File: src/rtl/vblank_update_scheduler.sv
// ============================================================================
// Module   : vblank_update_scheduler
// Purpose  : Sequences per-frame object updates during vertical blanking.
//            Detects vblank start from the VGA pixel coordinates, then issues
//            one-cycle start pulses to each enabled client in turn, waiting
//            for that client's done (or a timeout) before moving on. Passes
//            still running when active video resumes are aborted and flagged.
// Options  : SCHED_ROUND_ROBIN_EN - when defined, the first client visited
//            rotates by one after every pass that starts.
// Ports    : clk25        in  pixel clock
//            rst          in  synchronous active-high reset
//            x, y         in  current VGA column / row
//            enable_mask  in  client enables, latched at pass start
//            done         in  client completion pulses
//            clear_flags  in  clears timeout_flag and overrun
//            start        out one-hot, one-cycle client start pulse
//            busy         out high while a pass is in progress
//            frame_tick   out one-cycle pulse per frame
//            frame_count  out frames seen since reset (16-bit wrap)
//            timeout_flag out sticky per-client timeout
//            overrun      out sticky, pass aborted by active video
// Revision : 1.0 - initial release
// ============================================================================
`default_nettype none

module vblank_update_scheduler #(
    parameter int N_CLIENTS = 4,
    parameter int V_ACTIVE  = 480,
    parameter int TIMEOUT   = 1024,
    parameter int FRAME_DIV = 1
) (
    input  logic                 clk25,
    input  logic                 rst,
    input  logic [9:0]           x,
    input  logic [9:0]           y,
    input  logic [N_CLIENTS-1:0] enable_mask,
    input  logic [N_CLIENTS-1:0] done,
    input  logic                 clear_flags,
    output logic [N_CLIENTS-1:0] start,
    output logic                 busy,
    output logic                 frame_tick,
    output logic [15:0]          frame_count,
    output logic [N_CLIENTS-1:0] timeout_flag,
    output logic                 overrun
);

    localparam int IW = (N_CLIENTS > 1) ? $clog2(N_CLIENTS) : 1;
    localparam int CW = $clog2(N_CLIENTS + 1);

    typedef enum logic [1:0] {
        S_IDLE  = 2'd0,
        S_SCAN  = 2'd1,
        S_ISSUE = 2'd2,
        S_WAIT  = 2'd3
    } state_t;

    state_t               state_q, state_d;
    logic [IW-1:0]        idx_q, idx_d;
    logic [CW-1:0]        cnt_q, cnt_d;       // slots visited this pass
    logic [15:0]          timer_q, timer_d;
    logic [7:0]           div_q, div_d;
    logic [N_CLIENTS-1:0] mask_q, mask_d;
    logic                 vb_q, vb_d;
    logic                 vb_prev_q, vb_prev_d;
    logic                 frame_tick_q, frame_tick_d;
    logic [15:0]          frame_count_q, frame_count_d;
    logic [N_CLIENTS-1:0] timeout_flag_q, timeout_flag_d;
    logic                 overrun_q, overrun_d;
    logic [IW-1:0]        first_idx;
    logic                 vb_event;

    function automatic logic [IW-1:0] next_idx(input logic [IW-1:0] i);
        return (i == IW'(N_CLIENTS - 1)) ? '0 : i + IW'(1);
    endfunction

`ifdef SCHED_ROUND_ROBIN_EN
    logic [IW-1:0] rot_q, rot_d;
    assign first_idx = rot_q;
`else
    assign first_idx = '0;
`endif

    // Rising edge of the registered vblank condition: one event per frame
    // even if x stalls at 0 on the first blanking line.
    assign vb_event = vb_q & ~vb_prev_q;

    always_comb begin
        state_d        = state_q;
        idx_d          = idx_q;
        cnt_d          = cnt_q;
        timer_d        = timer_q;
        div_d          = div_q;
        mask_d         = mask_q;
        vb_d           = (y == 10'(V_ACTIVE)) && (x == 10'd0);
        vb_prev_d      = vb_q;
        frame_tick_d   = vb_event;
        frame_count_d  = frame_count_q + {15'd0, vb_event};
        // Clear first so that a set in the same cycle takes precedence.
        timeout_flag_d = clear_flags ? '0 : timeout_flag_q;
        overrun_d      = clear_flags ? 1'b0 : overrun_q;
        start          = '0;
`ifdef SCHED_ROUND_ROBIN_EN
        rot_d          = rot_q;
`endif

        if (vb_event) begin
            div_d = (div_q == 8'(FRAME_DIV - 1)) ? 8'd0 : div_q + 8'd1;
        end

        case (state_q)
            S_IDLE: begin
                if (vb_event && (div_q == 8'd0)) begin
                    mask_d  = enable_mask;
                    idx_d   = first_idx;
                    cnt_d   = '0;
                    state_d = S_SCAN;
`ifdef SCHED_ROUND_ROBIN_EN
                    rot_d   = next_idx(rot_q);
`endif
                end
            end
            S_SCAN: begin
                if (cnt_q == CW'(N_CLIENTS)) begin
                    state_d = S_IDLE;
                end else if (mask_q[idx_q]) begin
                    state_d = S_ISSUE;
                end else begin
                    idx_d = next_idx(idx_q);
                    cnt_d = cnt_q + CW'(1);
                end
            end
            S_ISSUE: begin
                start[idx_q] = 1'b1;
                timer_d      = '0;
                state_d      = S_WAIT;
            end
            S_WAIT: begin
                timer_d = timer_q + 16'd1;
                if (done[idx_q]) begin
                    idx_d   = next_idx(idx_q);
                    cnt_d   = cnt_q + CW'(1);
                    state_d = S_SCAN;
                end else if (timer_q == 16'(TIMEOUT - 1)) begin
                    timeout_flag_d[idx_q] = 1'b1;
                    idx_d   = next_idx(idx_q);
                    cnt_d   = cnt_q + CW'(1);
                    state_d = S_SCAN;
                end else if ((y == 10'd0) && (x == 10'd0)) begin
                    // Active video is back: abandon the rest of this pass.
                    overrun_d = 1'b1;
                    state_d   = S_IDLE;
                end
            end
            default: state_d = S_IDLE;
        endcase
    end

    always_ff @(posedge clk25) begin
        if (rst) begin
            state_q        <= S_IDLE;
            idx_q          <= '0;
            cnt_q          <= '0;
            timer_q        <= '0;
            div_q          <= '0;
            mask_q         <= '0;
            vb_q           <= 1'b0;
            vb_prev_q      <= 1'b0;
            frame_tick_q   <= 1'b0;
            frame_count_q  <= '0;
            timeout_flag_q <= '0;
            overrun_q      <= 1'b0;
`ifdef SCHED_ROUND_ROBIN_EN
            rot_q          <= '0;
`endif
        end else begin
            state_q        <= state_d;
            idx_q          <= idx_d;
            cnt_q          <= cnt_d;
            timer_q        <= timer_d;
            div_q          <= div_d;
            mask_q         <= mask_d;
            vb_q           <= vb_d;
            vb_prev_q      <= vb_prev_d;
            frame_tick_q   <= frame_tick_d;
            frame_count_q  <= frame_count_d;
            timeout_flag_q <= timeout_flag_d;
            overrun_q      <= overrun_d;
`ifdef SCHED_ROUND_ROBIN_EN
            rot_q          <= rot_d;
`endif
        end
    end

    assign busy         = (state_q != S_IDLE);
    assign frame_tick   = frame_tick_q;
    assign frame_count  = frame_count_q;
    assign timeout_flag = timeout_flag_q;
    assign overrun      = overrun_q;

endmodule

`default_nettype wire

File: config.mk
export PLATFORM = sky130hd
export DESIGN_NAME = vblank_update_scheduler
export DESIGN_NICKNAME = d
export VERILOG_FILES = /design/src/rtl/vblank_update_scheduler.sv
export SDC_FILE = /design/constraint.sdc
export NUM_CORES = 1
export LEC_CHECK = 0
export CORE_ASPECT_RATIO = 0.6
export CORE_MARGIN = 3
export CORE_UTILIZATION = 45
export DETAILED_ROUTE_END_ITERATION = 16
export DONT_BUFFER_PORTS = 1
export GPL_ROUTABILITY_DRIVEN = 0
export GPL_TIMING_DRIVEN = 0
export PLACE_DENSITY = 0.57
export SLEW_MARGIN = 20
export SYNTH_ARGS = -nofsm -noshare
export SYNTH_HDL_FRONTEND = slang
export SYNTH_SLANG_ARGS = --single-unit
File: constraint.sdc
create_clock -name clk25 -period 7.2 [get_ports clk25]
set_clock_uncertainty 0.2 [all_clocks]
set_input_delay 1.08 -clock clk25 [delete_from_list [all_inputs] [get_ports clk25]]
set_output_delay 1.08 -clock clk25 [all_outputs]
set_load 0.05 [all_outputs]
# After elaboration in Yosys (flattened, before gate mapping)
# Cells that the tools add are included.
# word_totals
out_inout_bits,27
romBits,0
latchBits,0
ram_bits,0
memories,0
reg_bits,59
wordCells,87
inputBits,31
# classes
n_lt_le_gt_ge,2
mux,38
n_mul,0
n_shift,0
bitwise,3
n_eq_ne,13
add_sub_neg,5
reduce_logical,14
div_mod_pow,0
# ops
op,n
16-bit case mux with 2 select lines,1
2-bit 2-to-1 mux,12
10-bit logical NOT,2
4-bit 2-to-1 mux,5
16-bit by 1-bit adder with 16-bit output,1
16-bit by 1-bit adder with 16-bit output (second input constant),1
16-bit by 10-bit == test with 1-bit output (second input constant),1
3-bit 2-to-1 mux,5
10-bit by 9-bit == test with 1-bit output (second input constant),1
3-bit case mux with 3 select lines,1
8-bit by 1-bit adder with 8-bit output (second input constant),1
8-bit logical NOT,1
1-bit 2-to-1 mux,8
8-bit 2-to-1 mux,1
2-bit case mux with 4 select lines,1
2-bit == test (second input constant),3
2-bit != test (second input constant),3
3-bit != test (second input constant),2
2-bit case mux with 3 select lines,1
5-bit AND reduction,1
1-bit binary-select mux with 2-bit select,2
1-bit logical AND,4
4-bit != test (second input constant),1
4-bit OR,1
other kinds (14),15

# Longest topological paths before layout
# Gate-level depths: netlist of the first run.
# depth
depth_word,8
ltp_mapped,8

# Worst setup path after synthesis of the first run
# Ideal clock, no wire load.
# synth_timing
path_type,reg2out
startpoint,register with a tool-made name
endpoint,output start[0]
setup_slack_ps,4567
required_ps,5920
n_path_buf,1
path_stages_with_launch,5
arrival_time_ps,1353
cell_sequence,dfxtp_1 -> clkbuf_1 -> inv_1 -> nor2_1 -> and2_1
# synth_rtl
item,line_no,rtl
end: declaration,39,"output logic [N_CLIENTS-1:0] start,"

==> metrics, run 1 <==
router iterations before antenna repair=4; CTS H-tree lvls=3; pwr dens=210 nW/µm²; CTS buffer count=9; Tightest Pin Transition=713 ps; DRT iter0 DRCs=approximately 130; # port buffers=0; Seq/Total Area, Yosys=0.434; Net Sw Frac=0.203; final hold violation count=0; critical path startpoint category=register; main flop type after synthesis=dfxtp_1; Max Freq=about 300 MHz; first-pass GRT wire length=about 9400 µm; R2R Path End=idx_q[1]; final cycle utilization of the critical path=0.453; post-CTS resize count=0; status=finished clean; Clk pwr share=0.470; gr usage total=0.172; Initial Util=0.477; via count=2112; Die W=106 µm; Hold Startpoint=vb_prev_d; Area after DPL=roughly 2800 µm²; post-DR wirelength/cell=~14 µm; number of vias per cell=5.32; warnings from Yosys=0; Die ar.=7050 µm²; setup TNS=0 ps; Min-Delay Path Class=register to register; Placeable Area=5700 µm²; Post-CTS Setup Bufs=0; hold path cells=1; Area growth, synth to finish=10.8%; Net Sw Power=between 0.0001 and 0.00015 W; post-route DRC violation count=0; RSZ-0062 raised after global routing=false; Worst R2R Setup Slack=roughly 4600 ps; CTS tree=yes; Distinct cells, synth=43; LEAKAGE=1.14 nW; top cells by area, synth=dfxtp_1, xor2_1, nor2_1; hold path endpoint=vb_prev_q; clk root buf=clkbuf_8; Core Rows=21; RR Startpoint=timer_q[0]; EDFF count, synth=0; vias in the first global route=between 1500 and 2000; Pins Over Slew Limit=0; Mapped Avg Cell Area=~9 µm²; Synth Register Bits=59; layout filler cell count=around 540; post-synth top area share=0.434; Required @ worst endpoint=5920 ps; worst reg2reg path depth=6; share of synthesized registers carrying an async set or reset=0; CTS max path bufs=2; post-synthesis cell count=302; critical-path cell list=clkbuf_1, inv_1, nor2_1, and2_1; gr ovfl total=0; Relative slew margins=0.520; cts hold-fix bufs=0; Final ANT Viol Nets=0; WL final=about 5600 µm; crit path max fanout=10; initial antenna violation count=0; Worst-Skew Late Latency=330 ps; largest net degree at the start of global routing=11; fin area=3020 µm²; # diodes=0; worst vdd ir=roughly 0.13 mV; Period minus WS final=approximately 3300 ps; Crit. End Element=output port; crit path max-delay cell type=and2_1; final net count=355; Combinational Power Share=0.015; Multi-input gate area=1470 µm²; Syn Nets=344; Core Util, Final=0.529; Mapped Area=2720 µm²; number of top-level pins=58; crit path DAT=just under 2000 ps; most common cell in the netlist=dfxtp_1; top cells by count, synth=dfxtp_1, nor2_1, xor2_1; ratio of cells with drive above 1 in the final layout=0.0694; Cell Int Power=0.000505 W; clock sink total=between 50 and 60; critical path's largest stage delay=470 ps; sequential share of power=0.515; Seq. cell area=1180 µm²; area leader, netlist=dfxtp_1; Die Height=66.2 µm; Post-DP HPWL=4150 µm; critical path class=register to output port; max-cap violation count=0; CTS clock-pin slew for the worst setup and hold paths=60 ps; final setup vio count=0
[how the worst max path moves through the flow]
stage / endpoint / slack (ps) / depth (start not counted)
final: start[0] / 3930 / 4
after global routing: start[0] / 3740 / 4
after CTS: start[2] / 3890 / 4
after detailed placement: start[2] / 4250 / 4
after global placement: start[0] / 4260 / 4
after floorplan: start[0] / 4570 / 4
[cells in the final DEF, fill, tap and decap left out, drive strengths merged, types with 5 or more instances in the layout]
cell type,synthesis,final
clkbuf,6,19
inv,10,10
nand3,19,19
ha,11,11
o21ai,6,6
mux2i,6,6
dfxtp,59,59
nand2,11,11
a21oi,7,7
nor2,53,53
and2,6,6
nand4,12,12
nor4,7,7
and3,9,9
and4,5,5
xor2,24,24
xnor2,12,12
[metal layers]
layer  part of all wire  GRT usage  vias to the layer above  routed length (µm)
met3              0.060     0.0751                        7                 336
met4             0.0089     0.0517                        0                  50
li1                   -          -                     1074                   -
met1               0.53      0.242                      988                2960
met5                  0          0                        -                   0
met2               0.40      0.234                       43                2250
[power by group through the flow]
stage | clock network (W) | logic, W | registers [W]
finish | 0.000298 | 0.00000956 | 0.000326
global route | 0.000325 | 0.0000108 | 0.000326
CTS | 0.000306 | 0.00000970 | 0.000326
detailed placement | 0 | 0.00000968 | 0.000334
global placement | 0 | 0.00000978 | 0.000334
floorplan | 0 | 0.00000663 | 0.000334
[through the flow]
step                instances  total power (W)  setup WS (ps)  hold slack, ps
detailed placement        382         0.000343           4250             266
finish                    397         0.000634           3930             272
floorplan                 302         0.000340           4570             230
global route              397         0.000662           3740             305
CTS                       397         0.000642           3890             278
global placement          382         0.000343           4260             256
[cells by family (layout without fill, tap and decap cells)]
family                   Yosys count  after routing  synth area share
flip-flops                        59             59             0.434
multiplexers                       8              8            0.0345
AND/OR/NAND/NOR                  144            144             0.275
AO/OA/AOI/OAI                     25             25            0.0634
XOR/XNOR                          36             36             0.116
buffers and inverters             19             34            0.0267
adder cells (fa/ha/maj)           11             11            0.0506
[state kept, by name, summed over array words and instances (netlist names), named ones only]
register and count:
timeout_flag 4, state_q 1, vb_prev_d 1, overrun 1, mask_q 4, idx_q 2, cnt_q 3, div_q 8
frame_count 16, vb_prev_q 1, timer_q 16, frame_tick 1
[area by class of cell]
type	count	share of cell area
clock buffers	13	0.0527
flip-flops and latches	59	0.392
inverters	10	0.0124
plain buffers	9	0.0116
well taps	80	0.0332
multi-input cells	224	0.487
clock inverters	2	0.0116
[critical path, delay by kind of cell (launching register included)]
kind / cells / cell delay, ps
buffers and inverters: 2 / 580
DFF: 1 / 370
and+or+nand+nor: 2 / 700
Power figures use the tool's default switching activity.
==> run 2: changes to the inputs <==
PLACE_DENSITY = 0.59   (was 0.57)
clock period = 3 ns   (was 7.2 ns; I/O delays follow)
==> metrics, run 2 (synthesized netlist as in run 1, its figures left out) <==
Die Height=66.2 µm (unchanged); Final ANT Viol Nets=0 (unchanged); CTS max path bufs=2 (unchanged); worst reg2reg path depth=6 (unchanged); Pins Over Slew Limit=0 (unchanged); commonest cells after routing, fill and taps aside=dfxtp_1, nor2_1, xor2_1; final net count=355 (unchanged); final cycle utilization of the critical path=0.900; router iterations before antenna repair=4 (unchanged); Initial Util=0.477 (unchanged); largest net degree at the start of global routing=11 (unchanged); Worst-Skew Late Latency=340 ps (about the same); Min-Delay Path Class=primary input to register; WL final=5690 µm (+1.6%); RR Startpoint=timer_q[0]; RSZ-0062 raised after global routing=false; ratio of cells with drive above 1 in the final layout=0.0662 (-0.00315); vias in the first global route=1938 (+1.5%); GR Util met1=0.252 (+0.0101); first-pass GRT wire length=9560 µm (+1.4%); clock sink total=59 (unchanged); global route hottest layer=met1; number of vias per cell=5.25 (-1.3%); CTS buffer count=9 (unchanged); # port buffers=0 (unchanged); Worst R2R Setup Slack=370 ps (-4230 ps); via count=2085 (-1.3%); LEAKAGE=1.13 nW (-0.82%); CTS clock-pin slew for the worst setup and hold paths=60 ps (about the same); gr usage total=0.175 (+0.00284); post-DR wirelength/cell=14.3 µm (+1.6%); CTS tree=yes; hold path endpoint=vb_prev_d; hold path cells=2 (+1); commonest non-fill, non-tap cell in the layout=dfxtp_1; power consumption=0.00148 W (+130%); met3 GRT Util=0.0712 (-0.00390); Period minus WS final=2700 ps; Hold Startpoint=y[5]; crit path DAT=2050 ps (+60 ps); grt met2 use=0.232 (-0.00237); Die W=106 µm (unchanged); Placeable Area=5700 µm² (unchanged); status=finished clean; Tightest Pin Transition=711 ps (-1.74 ps); gr ovfl total=0 (unchanged); Relative slew margins=0.522 (+0.00117); setup slack after layout=299 ps (-3640 ps); max-cap violation count=0 (unchanged); pre-CTS setup slack=415 ps (-3830 ps); post-CTS resize count=0 (unchanged); critical path's largest stage delay=490 ps (+20 ps); number of top-level pins=58 (unchanged); DRT iter0 DRCs=114 (-15%); R2R Path End=idx_q[1]; fin cells=397 (unchanged); final hold violation count=0 (unchanged); Required @ worst endpoint=2350 ps (-3570 ps); Crit. End Element=output port; critical path class=register to output port; Post-CTS Setup Bufs=0 (unchanged); final setup vio count=0 (unchanged); Area growth, synth to finish=10.1%; Core Rows=21 (unchanged); pwr dens=493 nW/µm² (+130%); Max Freq=around 370 MHz; initial antenna violation count=0 (unchanged); crit path max fanout=10 (unchanged); layout filler cell count=558 (+3.5%); clk root buf=clkbuf_8; # diodes=0 (unchanged); cts hold-fix bufs=0 (unchanged); setup TNS=0 ps (unchanged); Placed Instances=382 (unchanged); crit path max-delay cell type=and2_1; critical-path cell list=clkbuf_1, inv_1, nor2_1, and2_1; Post-DP HPWL=4150 µm (about the same); post-route DRC violation count=0 (unchanged); CTS H-tree lvls=3 (unchanged); Die ar.=7050 µm² (unchanged); worst vdd ir=0.254 mV (+90%); critical path startpoint category=register
run 2: per-layer routing:
metal  up-vias  share of wire
met5         -              0
li1       1066              -
met2        43           0.40
met4         0         0.0039
met1       972           0.53
met3         4          0.067
run 2: layout make-up:
| cell class | instances | area, µm² | area share |
|---|---|---|---|
| multi-input cells | 224 | 1470 | 0.490 |
| flip-flops and latches | 59 | 1180 | 0.394 |
| clock buffers | 12 | 135 | 0.0451 |
| well taps | 80 | 100 | 0.0334 |
| clock inverters | 3 | 40.0 | 0.0134 |
| inverters | 10 | 37.5 | 0.0125 |
| plain buffers | 9 | 35.0 | 0.0117 |
run 2: critical path, delay by kind of cell, from the launching register on:
family,cells,cell delay [ps]
buffers and inverters,2,560
DFF,1,390
and+or+nand+nor,2,760
run 2: through the flow:
step	utilization	hold WS, ps	instance area [µm²]
finish	0.526	45.7	3000
global route	0.526	58.3	3000
CTS	0.526	34.0	3000
detailed placement	0.495	252	2820
global placement	0.495	245	2820
floorplan	-	230	2720
run 2: worst max path at each step:
stage | start | cells after the start | endpoint
final | register | 4 | start[2]
after detailed placement | timer_q[0] | 6 | idx_q[1]
after global placement | timer_q[0] | 6 | idx_q[1]
after global routing | register | 4 | start[2]
after CTS | register | 4 | start[2]
after floorplan | timer_q[0] | 6 | idx_q[1]
run 2: where the power goes:
group	leakage (nW)	internal [W]	total (W)	switching [W]
Combinational	0.561	0.00000481	0.0000234	0.0000186
Clock	0.0902	0.000377	0.000672	0.000295
Sequential	0.475	0.000783	0.000783	0.000000000169
Total	1.13	0.00117	0.00148	0.000313
